<file path="src/rtl/mem_port_arb.sv">
// -----------------------------------------------------------------------------
// mem_port_arb
//
// Shares one single-port synchronous memory between the instruction-fetch
// port (I) and the data / MEM-stage port (D) of the RV32I pipeline.
// Grants at most one access per cycle (combinational grant), and returns
// read data one cycle after the grant, tagged to the port that issued it.
//
// Default conflict policy: data wins, unless fetch has been denied for
// STARVE_MAX or more consecutive cycles, in which case fetch wins.
// Optional build macro MEM_PORT_ARB_RR_EN: conflicts are resolved strictly
// round-robin instead, and the starvation counter is not built.
//
// Parameters:
//   ADDR_W      memory word-address width (m_addr_o = byte addr [ADDR_W+1:2])
//   STARVE_MAX  denied-fetch cycles before fetch wins a conflict (1..15)
//
// Ports:
//   clk_i, rst_ni                  clock, asynchronous active-low reset
//   i_req_i, i_addr_i              fetch read request / byte address
//   i_gnt_o                        fetch accepted this cycle (combinational)
//   i_rvalid_o, i_rdata_o          fetch read data return (valid registered)
//   d_req_i, d_we_i, d_be_i        data request, write enable, byte enables
//   d_addr_i, d_wdata_i            data byte address and write data
//   d_gnt_o                        data accepted this cycle (combinational)
//   d_rvalid_o, d_rdata_o          data read return (reads only)
//   m_en_o, m_we_o, m_be_o         memory enable, write strobe, byte enables
//   m_addr_o, m_wdata_o            memory word address and write data
//   m_rdata_i                      memory read data, valid cycle after m_en_o
// -----------------------------------------------------------------------------
module mem_port_arb #(
    parameter int ADDR_W     = 15,
    parameter int STARVE_MAX = 4
) (
    input  logic              clk_i,
    input  logic              rst_ni,
    input  logic              i_req_i,
    input  logic [31:0]       i_addr_i,
    output logic              i_gnt_o,
    output logic              i_rvalid_o,
    output logic [31:0]       i_rdata_o,
    input  logic              d_req_i,
    input  logic              d_we_i,
    input  logic [3:0]        d_be_i,
    input  logic [31:0]       d_addr_i,
    input  logic [31:0]       d_wdata_i,
    output logic              d_gnt_o,
    output logic              d_rvalid_o,
    output logic [31:0]       d_rdata_o,
    output logic              m_en_o,
    output logic              m_we_o,
    output logic [3:0]        m_be_o,
    output logic [ADDR_W-1:0] m_addr_o,
    output logic [31:0]       m_wdata_o,
    input  logic [31:0]       m_rdata_i
);

    typedef enum logic [1:0] {
        OWN_NONE = 2'd0,
        OWN_I    = 2'd1,
        OWN_D    = 2'd2
    } owner_e;

    owner_e owner_q, owner_d;
    logic   i_gnt_s, d_gnt_s;
    logic   fetch_wins_s;

    // Byte-offset bits and bits above the memory range are not used.
    logic unused_s;
    assign unused_s = ^{i_addr_i[1:0], i_addr_i[31:ADDR_W+2],
                        d_addr_i[1:0], d_addr_i[31:ADDR_W+2]};

`ifdef MEM_PORT_ARB_RR_EN
    // last_q = 1'b1 : fetch won the most recent conflict; 1'b0 : data did.
    logic last_q, last_d;

    assign fetch_wins_s = ~last_q;

    // Round-robin history: only updated on cycles where both ports compete.
    always_comb begin
        last_d = last_q;
        if (rst_ni && i_req_i && d_req_i) begin
            last_d = i_gnt_s;
        end else begin
            last_d = last_q;
        end
    end

    // Round-robin history register; resets as if data won last.
    always_ff @(posedge clk_i or negedge rst_ni) begin
        if (!rst_ni) begin
            last_q <= 1'b0;
        end else begin
            last_q <= last_d;
        end
    end
`else
    localparam logic [3:0] STARVE_MAX_C = 4'(STARVE_MAX);

    logic [3:0] starve_q, starve_d;

    assign fetch_wins_s = (starve_q >= STARVE_MAX_C);

    // Starvation counter: counts consecutive denied fetch cycles, saturating.
    always_comb begin
        starve_d = 4'd0;
        if (i_req_i && !i_gnt_s) begin
            starve_d = (starve_q == 4'd15) ? 4'd15 : (starve_q + 4'd1);
        end else begin
            starve_d = 4'd0;
        end
    end

    // Starvation counter register.
    always_ff @(posedge clk_i or negedge rst_ni) begin
        if (!rst_ni) begin
            starve_q <= 4'd0;
        end else begin
            starve_q <= starve_d;
        end
    end
`endif

    // Grant selection; both grants are held low while reset is asserted.
    always_comb begin
        i_gnt_s = 1'b0;
        d_gnt_s = 1'b0;
        if (!rst_ni) begin
            i_gnt_s = 1'b0;
            d_gnt_s = 1'b0;
        end else if (i_req_i && d_req_i) begin
            if (fetch_wins_s) begin
                i_gnt_s = 1'b1;
            end else begin
                d_gnt_s = 1'b1;
            end
        end else begin
            i_gnt_s = i_req_i;
            d_gnt_s = d_req_i;
        end
    end

    assign i_gnt_o = i_gnt_s;
    assign d_gnt_o = d_gnt_s;

    // Memory request mux from the granted port; all-zero when idle.
    always_comb begin
        m_en_o    = 1'b0;
        m_we_o    = 1'b0;
        m_be_o    = 4'b0000;
        m_addr_o  = {ADDR_W{1'b0}};
        m_wdata_o = 32'd0;
        if (i_gnt_s) begin
            m_en_o   = 1'b1;
            m_be_o   = 4'b1111;
            m_addr_o = i_addr_i[ADDR_W+1:2];
        end else if (d_gnt_s) begin
            m_en_o    = 1'b1;
            m_we_o    = d_we_i;
            m_be_o    = d_we_i ? d_be_i : 4'b1111;
            m_addr_o  = d_addr_i[ADDR_W+1:2];
            m_wdata_o = d_we_i ? d_wdata_i : 32'd0;
        end else begin
            m_en_o = 1'b0;
        end
    end

    // Owner of the read data returning next cycle; writes return nothing.
    always_comb begin
        owner_d = OWN_NONE;
        if (i_gnt_s) begin
            owner_d = OWN_I;
        end else if (d_gnt_s && !d_we_i) begin
            owner_d = OWN_D;
        end else begin
            owner_d = OWN_NONE;
        end
    end

    // Return-owner register; a reset drops any outstanding read.
    always_ff @(posedge clk_i or negedge rst_ni) begin
        if (!rst_ni) begin
            owner_q <= OWN_NONE;
        end else begin
            owner_q <= owner_d;
        end
    end

    assign i_rvalid_o = (owner_q == OWN_I);
    assign d_rvalid_o = (owner_q == OWN_D);
    assign i_rdata_o  = m_rdata_i;
    assign d_rdata_o  = m_rdata_i;

endmodule
</file>
<file path="config.mk">
export PLATFORM = sky130hd
export DESIGN_NAME = mem_port_arb
export DESIGN_NICKNAME = d
export VERILOG_FILES = /design/src/rtl/mem_port_arb.sv
export SDC_FILE = /design/constraint.sdc
export NUM_CORES = 1
export LEC_CHECK = 0
export ABC_AREA = 1
export CORE_AREA = 2 2 100 102
export DETAILED_ROUTE_END_ITERATION = 7
export DIE_AREA = 0 0 102 104
export GPL_ROUTABILITY_DRIVEN = 0
export MAX_ROUTING_LAYER = met4
export PLACE_DENSITY_LB_ADDON = 0.12
export SYNTH_ARGS = -nofsm -noshare
export SYNTH_HDL_FRONTEND = slang
export SYNTH_SLANG_ARGS = --single-unit
export TNS_END_PERCENT = 1
</file>
<file path="constraint.sdc">
create_clock -name clk_i -period 1.1 [get_ports clk_i]
set_input_delay 0.11 -clock clk_i [delete_from_list [all_inputs] [get_ports clk_i]]
set_output_delay 0.11 -clock clk_i [all_outputs]
set_load 0.01 [all_outputs]
</file>
# == Word-level counts from Yosys, hierarchy flattened ==
# Cells that the tools add are included.
# totals
wordCells,34
output_inout_bits,121
inputBits,137
regBits,6
# op_classes
muxes,22
n_reduce_logical,5
n_addsub,1
eq_ne,3
magnitude_cmp,1
# ops
cell,count
2-to-1 mux 32 bit,3
2-to-1 mux 15 bit,2
2-to-1 mux 4 bit,5
2-to-1 mux 1 bit,10
adder 4 x 1 -> 4 bit (second input constant),1
equality test 4 bit (second input constant),1
greater-or-equal comparator 4 x 3 -> 1 bit (second input constant),1
2-to-1 mux 2 bit,2
logical AND 1 bit,3
equality test 2 x 1 -> 1 bit (second input constant),1
equality test 2 bit (second input constant),1
logical NOT 1 bit,2

# == Depth between registers and ports, before layout ==
# logic_depth
word_depth,7
mapped_depth,8

# == Worst setup path after synthesis ==
# OpenSTA, ideal clock, no wires.
# synth_path
kind,register -> output
startpoint,register starve_q[2]
endpoint,output port m_wdata_o[10]
stages_incl_launch_ff,9
arrival_time_ps,1106
path_slack_ps,-116
required_ps,990
path_cell_list,dfrtp_1 -> buf_6 -> inv_2 -> nand2_2 -> nand2_1 -> nand2_1 -> buf_6 -> buf_6 -> nor2_1
# synth_between
elab_chain_len,6
# synth_lines
element,line,rtl
from (decl),100,"logic [3:0] starve_q, starve_d;"
from (signal assigned),119,starve_q <= starve_d;
greater-or-equal comparator 4 x 3 -> 1 bit (*),102,assign fetch_wins_s = (starve_q >= STARVE_MAX_C);
2-to-1 mux 1 bit,132,if (fetch_wins_s) begin
2-to-1 mux 1 bit,131,end else if (i_req_i && d_req_i) begin
2-to-1 mux 1 bit,128,if (!rst_ni) begin
2-to-1 mux 32 bit,157,end else if (d_gnt_s) begin
2-to-1 mux 32 bit (*),153,if (i_gnt_s) begin
to (decl),54,"output logic [31:0] m_wdata_o,"
# Mark *: on every way between the ends. The rest lies on a longest branch, timed or not.

# == Worst setup path in the final report ==
# layout_path
startpoint,register starve_q[2]
endpoint,output port m_wdata_o[2]
# Same word-level chain as after synthesis.

==> metrics.txt <==
# TYPE chip_impl_metric gauge
chip_impl_info{name="result_of_the_run",value="finished with violations"} 1
chip_impl_info{name="violated_checks",value="setup timing"} 1
chip_impl_metric{name="maximum_clock_insertion_buffer_count",unit=""} 2
chip_impl_metric{name="post-dp-hpwl",unit="um"} 4180
chip_impl_metric{name="rr_worst_depth",unit=""} 8
chip_impl_metric{name="finalHoldViolCount",unit=""} 0
chip_impl_metric{name="syn_nets",unit=""} 382
chip_impl_metric{name="cts_hold_buffers",unit=""} 0
chip_impl_metric{name="grt_overflow_total",unit=""} 0
chip_impl_metric{name="postLayoutCoreUtil",unit="%"} 28.0
chip_impl_metric{name="power.net_switching",unit="uW"} 466
chip_impl_metric{name="yosys.cell_types.count",unit=""} 17
chip_impl_metric{name="grtUsageMet3",unit="%"} 2.96
chip_impl_metric{name="synth-seq-cells",unit=""} 6
chip_impl_metric{name="pwr-share-comb",unit="%"} 59.5
chip_impl_metric{name="arrival",unit="ps"} 1420
chip_impl_metric{name="cts_num_sinks",unit=""} 6
chip_impl_metric{name="power_leakage",unit="uW"} 0.00127
chip_impl_metric{name="drt-pass1-iter-count",unit=""} 4
chip_impl_info{name="synth-main-ff-cell",value="dfrtp_1"} 1
chip_impl_metric{name="yosys_warnings",unit=""} 0
chip_impl_metric{name="pin_count_of_the_biggest_net_entering_global_routing",unit=""} 21
chip_impl_metric{name="route.detailed.drc",unit=""} 0
chip_impl_info{name="tritoncts_clock_tree",value="built"} 1
chip_impl_metric{name="synth_edf_count",unit=""} 0
chip_impl_metric{name="synth-seq-area-share",unit="%"} 10.8
chip_impl_metric{name="number_of_buffers_created_by_cts",unit=""} 3
chip_impl_metric{name="layout_area_growth_over_synthesis",unit="%"} 92.1
chip_impl_info{name="busiest_layer",value="met2"} 1
chip_impl_metric{name="synth_area",unit="sq um"} 1390
chip_impl_metric{name="cts_max_level",unit=""} 1
chip_impl_metric{name="clkSlewWorstSetupHoldPaths",unit="ps"} 40
chip_impl_metric{name="power.density",unit="nW/um^2"} 529
chip_impl_metric{name="die_area",unit="sq um"} 10600
chip_impl_info{name="clock_root_buffer",value="clkbuf_8"} 1
chip_impl_metric{name="dr.first_iter.drc_count",unit=""} 70
chip_impl_metric{name="timing.fmax",unit="MHz"} 654
chip_impl_metric{name="antenna_found_initial",unit=""} 0
chip_impl_metric{name="num_antenna_cells",unit=""} 0
chip_impl_metric{name="slew_limit_fails",unit=""} 0
chip_impl_info{name="end_kind",value="output port"} 1
chip_impl_metric{name="worst_path_maximum_fanout",unit=""} 11
chip_impl_metric{name="ff2ff_setup_slack",unit="ps"} -140
chip_impl_metric{name="drtAntennaViolNets",unit=""} 0
chip_impl_metric{name="synth-async-reset-ratio",unit="%"} 100
chip_impl_metric{name="std_cell_rows",unit=""} 36
chip_impl_info{name="unrepaired_setup_endpoints_after_global_routing",value="yes"} 1
chip_impl_metric{name="drv_cap",unit=""} 0
chip_impl_metric{name="crit_path_max_incr_delay",unit="ps"} 410
chip_impl_metric{name="place.port_buffers",unit=""} 127
chip_impl_metric{name="worst-path-stages",unit=""} 8
chip_impl_metric{name="worst-endpoint-required",unit="ps"} 990
chip_impl_metric{name="boundaryPins",unit=""} 258
chip_impl_metric{name="groute.layer.met1.usage",unit="%"} 10.0
chip_impl_info{name="path_delay_family",value="buffers and inverters"} 1
chip_impl_info{name="critical_path.startpoint_type",value="flip-flop"} 1
chip_impl_metric{name="timing.final.crit_period",unit="ps"} 1530
chip_impl_metric{name="count_of_nets_after_finishing",unit=""} 467
chip_impl_metric{name="swShare",unit="%"} 32.9
chip_impl_metric{name="timing.max_slew.rel_slack",unit="%"} 82.2
chip_impl_metric{name="floorplan.initialDensity",unit="%"} 14.6
chip_impl_info{name="worst-setup-path-type",value="reg2out"} 1
chip_impl_metric{name="power.share.sequential",unit="%"} 17.2
chip_impl_metric{name="drive_gt1_share",unit="%"} 39.8
chip_impl_metric{name="count_of_mapped_cells_out_of_synthesis",unit=""} 244
chip_impl_metric{name="postRouteWirelength",unit="um"} 5500
chip_impl_metric{name="crit_buf_inv",unit=""} 4
chip_impl_metric{name="die_height",unit="um"} 104
chip_impl_metric{name="avgViaCountPerCell",unit=""} 3.53
chip_impl_metric{name="grt.total_usage",unit="%"} 9.93
chip_impl_metric{name="wl_per_cell",unit="um"} 12.0
chip_impl_metric{name="syn_avg_cell_area",unit="sq um"} 5.70
chip_impl_metric{name="min_period_over_period",unit="%"} 139
chip_impl_metric{name="maximum_clock_skew_at_final_layout",unit="ps"} 3.60
chip_impl_info{name="slowest_stage",value="dfrtp_1"} 1
chip_impl_metric{name="num_vias",unit=""} 1624
chip_impl_metric{name="setup_viol_count_final",unit=""} 58
chip_impl_metric{name="worstMarginPinSlew",unit="ps"} 267
chip_impl_metric{name="p_int",unit="uW"} 949
chip_impl_metric{name="power.clock.fraction",unit="%"} 23.2
chip_impl_metric{name="irDropWorstVdd",unit="uV"} 404
chip_impl_metric{name="grt_pass1_wl",unit="um"} 8160
chip_impl_info{name="worst_hold_path_type",value="in2async"} 1
chip_impl_metric{name="tns",unit="ps"} -20330
chip_impl_info{name="worstPathCellList",value="inv_2 -> nand2_4 -> nand2_4 -> nand2_8 -> buf_16 -> buf_6 -> nor2_4 -> buf_6"} 1
chip_impl_metric{name="first_global_vias",unit=""} 1605
chip_impl_metric{name="floorplan.core_area",unit="sq um"} 9550
chip_impl_metric{name="met2_usage",unit="%"} 18.7
chip_impl_metric{name="layout_setup_ws",unit="ps"} -429
chip_impl_metric{name="insertion_delay",unit="ps"} 220
chip_impl_metric{name="die_w",unit="um"} 102
## cell usage in the layout, fill, tap and decap left out, types with 2 or more instances in the layout
cell and instances:
buf_12 4, nand3_1 3, inv_1 9, dlygate4sd2_1 3
nor2_2 7, nand2_2 5, buf_2 26, buf_6 28
clkbuf_8 3, nand2_4 4, nor2_4 21, o21ai_1 4
buf_4 16, dfrtp_1 6, clkbuf_2 8, clkdlybuf4s50_1 67
nand2_1 84, nor2_1 18, inv_2 2
## final cells by class
cell class | count | area (sq um)
flip-flops and latches | 6 | 150
inverters | 13 | 56.3
multi-input cells | 150 | 828
repair inverters | 1 | 8.76
clock buffers | 3 | 41.3
repair buffers | 154 | 1420
well taps | 133 | 166
fillers | 1071 | 6880
## kinds of logic after synthesis
logic type	after synthesis	synth area share, %
buf+inv	88	44.3
compound gates	6	2.97
flops	6	10.8
fa+ha+maj	1	0.899
simple gates	143	41.0
## path summary, 6_finish.rpt
kind,end,start
max in group asynchronous,starve_q[1],rst_ni
min reg2reg,starve_q[0],starve_q[0]
max reg2reg,starve_q[0],starve_q[3]
min,starve_q[2],rst_ni
max,m_wdata_o[2],starve_q[2]
min in group clk_i,i_rdata_o[18],m_rdata_i[18]
## power by group through the flow
stage | sequential [uW] | clock (uW) | combinational [uW]
after floorplan | 244 | 0 | 554
after global placement | 245 | 0 | 802
after detailed placement | 245 | 0 | 797
after CTS | 243 | 337 | 834
after global routing | 245 | 351 | 919
final | 244 | 329 | 843
## Yosys cell counts (2+ instances only)
cell	count	area, sq um
nor2_1	36	135
nor2_2	10	62.6
inv_1	9	33.8
buf_6	5	56.3
nand2_1	92	345
nand2_2	2	12.5
buf_2	2	10.0
inv_2	2	7.51
buf_4	65	488
o21ai_0	5	25.0
nand3_1	3	15.0
dfrtp_1	6	150
clkbuf_1	3	11.3
## state kept, by name (all words and copies together) (netlist names)
register  count
starve_q      4
owner_q       2
## through the flow
step	power (uW)	setup WS [ps]	std cells	hold slack, ps	cell area [sq um]
after floorplan	797	-86.8	244	-186	1540
after global placement	1050	-785	441	220	2510
after detailed placement	1040	-795	441	220	2510
after CTS	1410	-551	455	45.6	2680
after global routing	1510	-494	460	70.1	2670
final	1410	-429	460	46.2	2670
## worst min-delay path, cell delays in order
cell and delay (ps):
dlygate4sd2_1 230, buf_4 120, buf_4 140
## routing by layer
layer / up-vias / share of wire (%)
met5: - / 0
met4: 0 / 1.3
met3: 10 / 14
met2: 124 / 51
met1: 663 / 34
li1: 827 / -
## timing repair
action	4_1_cts	5_1_grt
buffers inserted	9	5
cloned	2	0
gates resized for setup	196	81
pin swaps	3	3
endpoints found under the setup margin	61	59
Note: power is estimated with default switching activity, not from simulation.
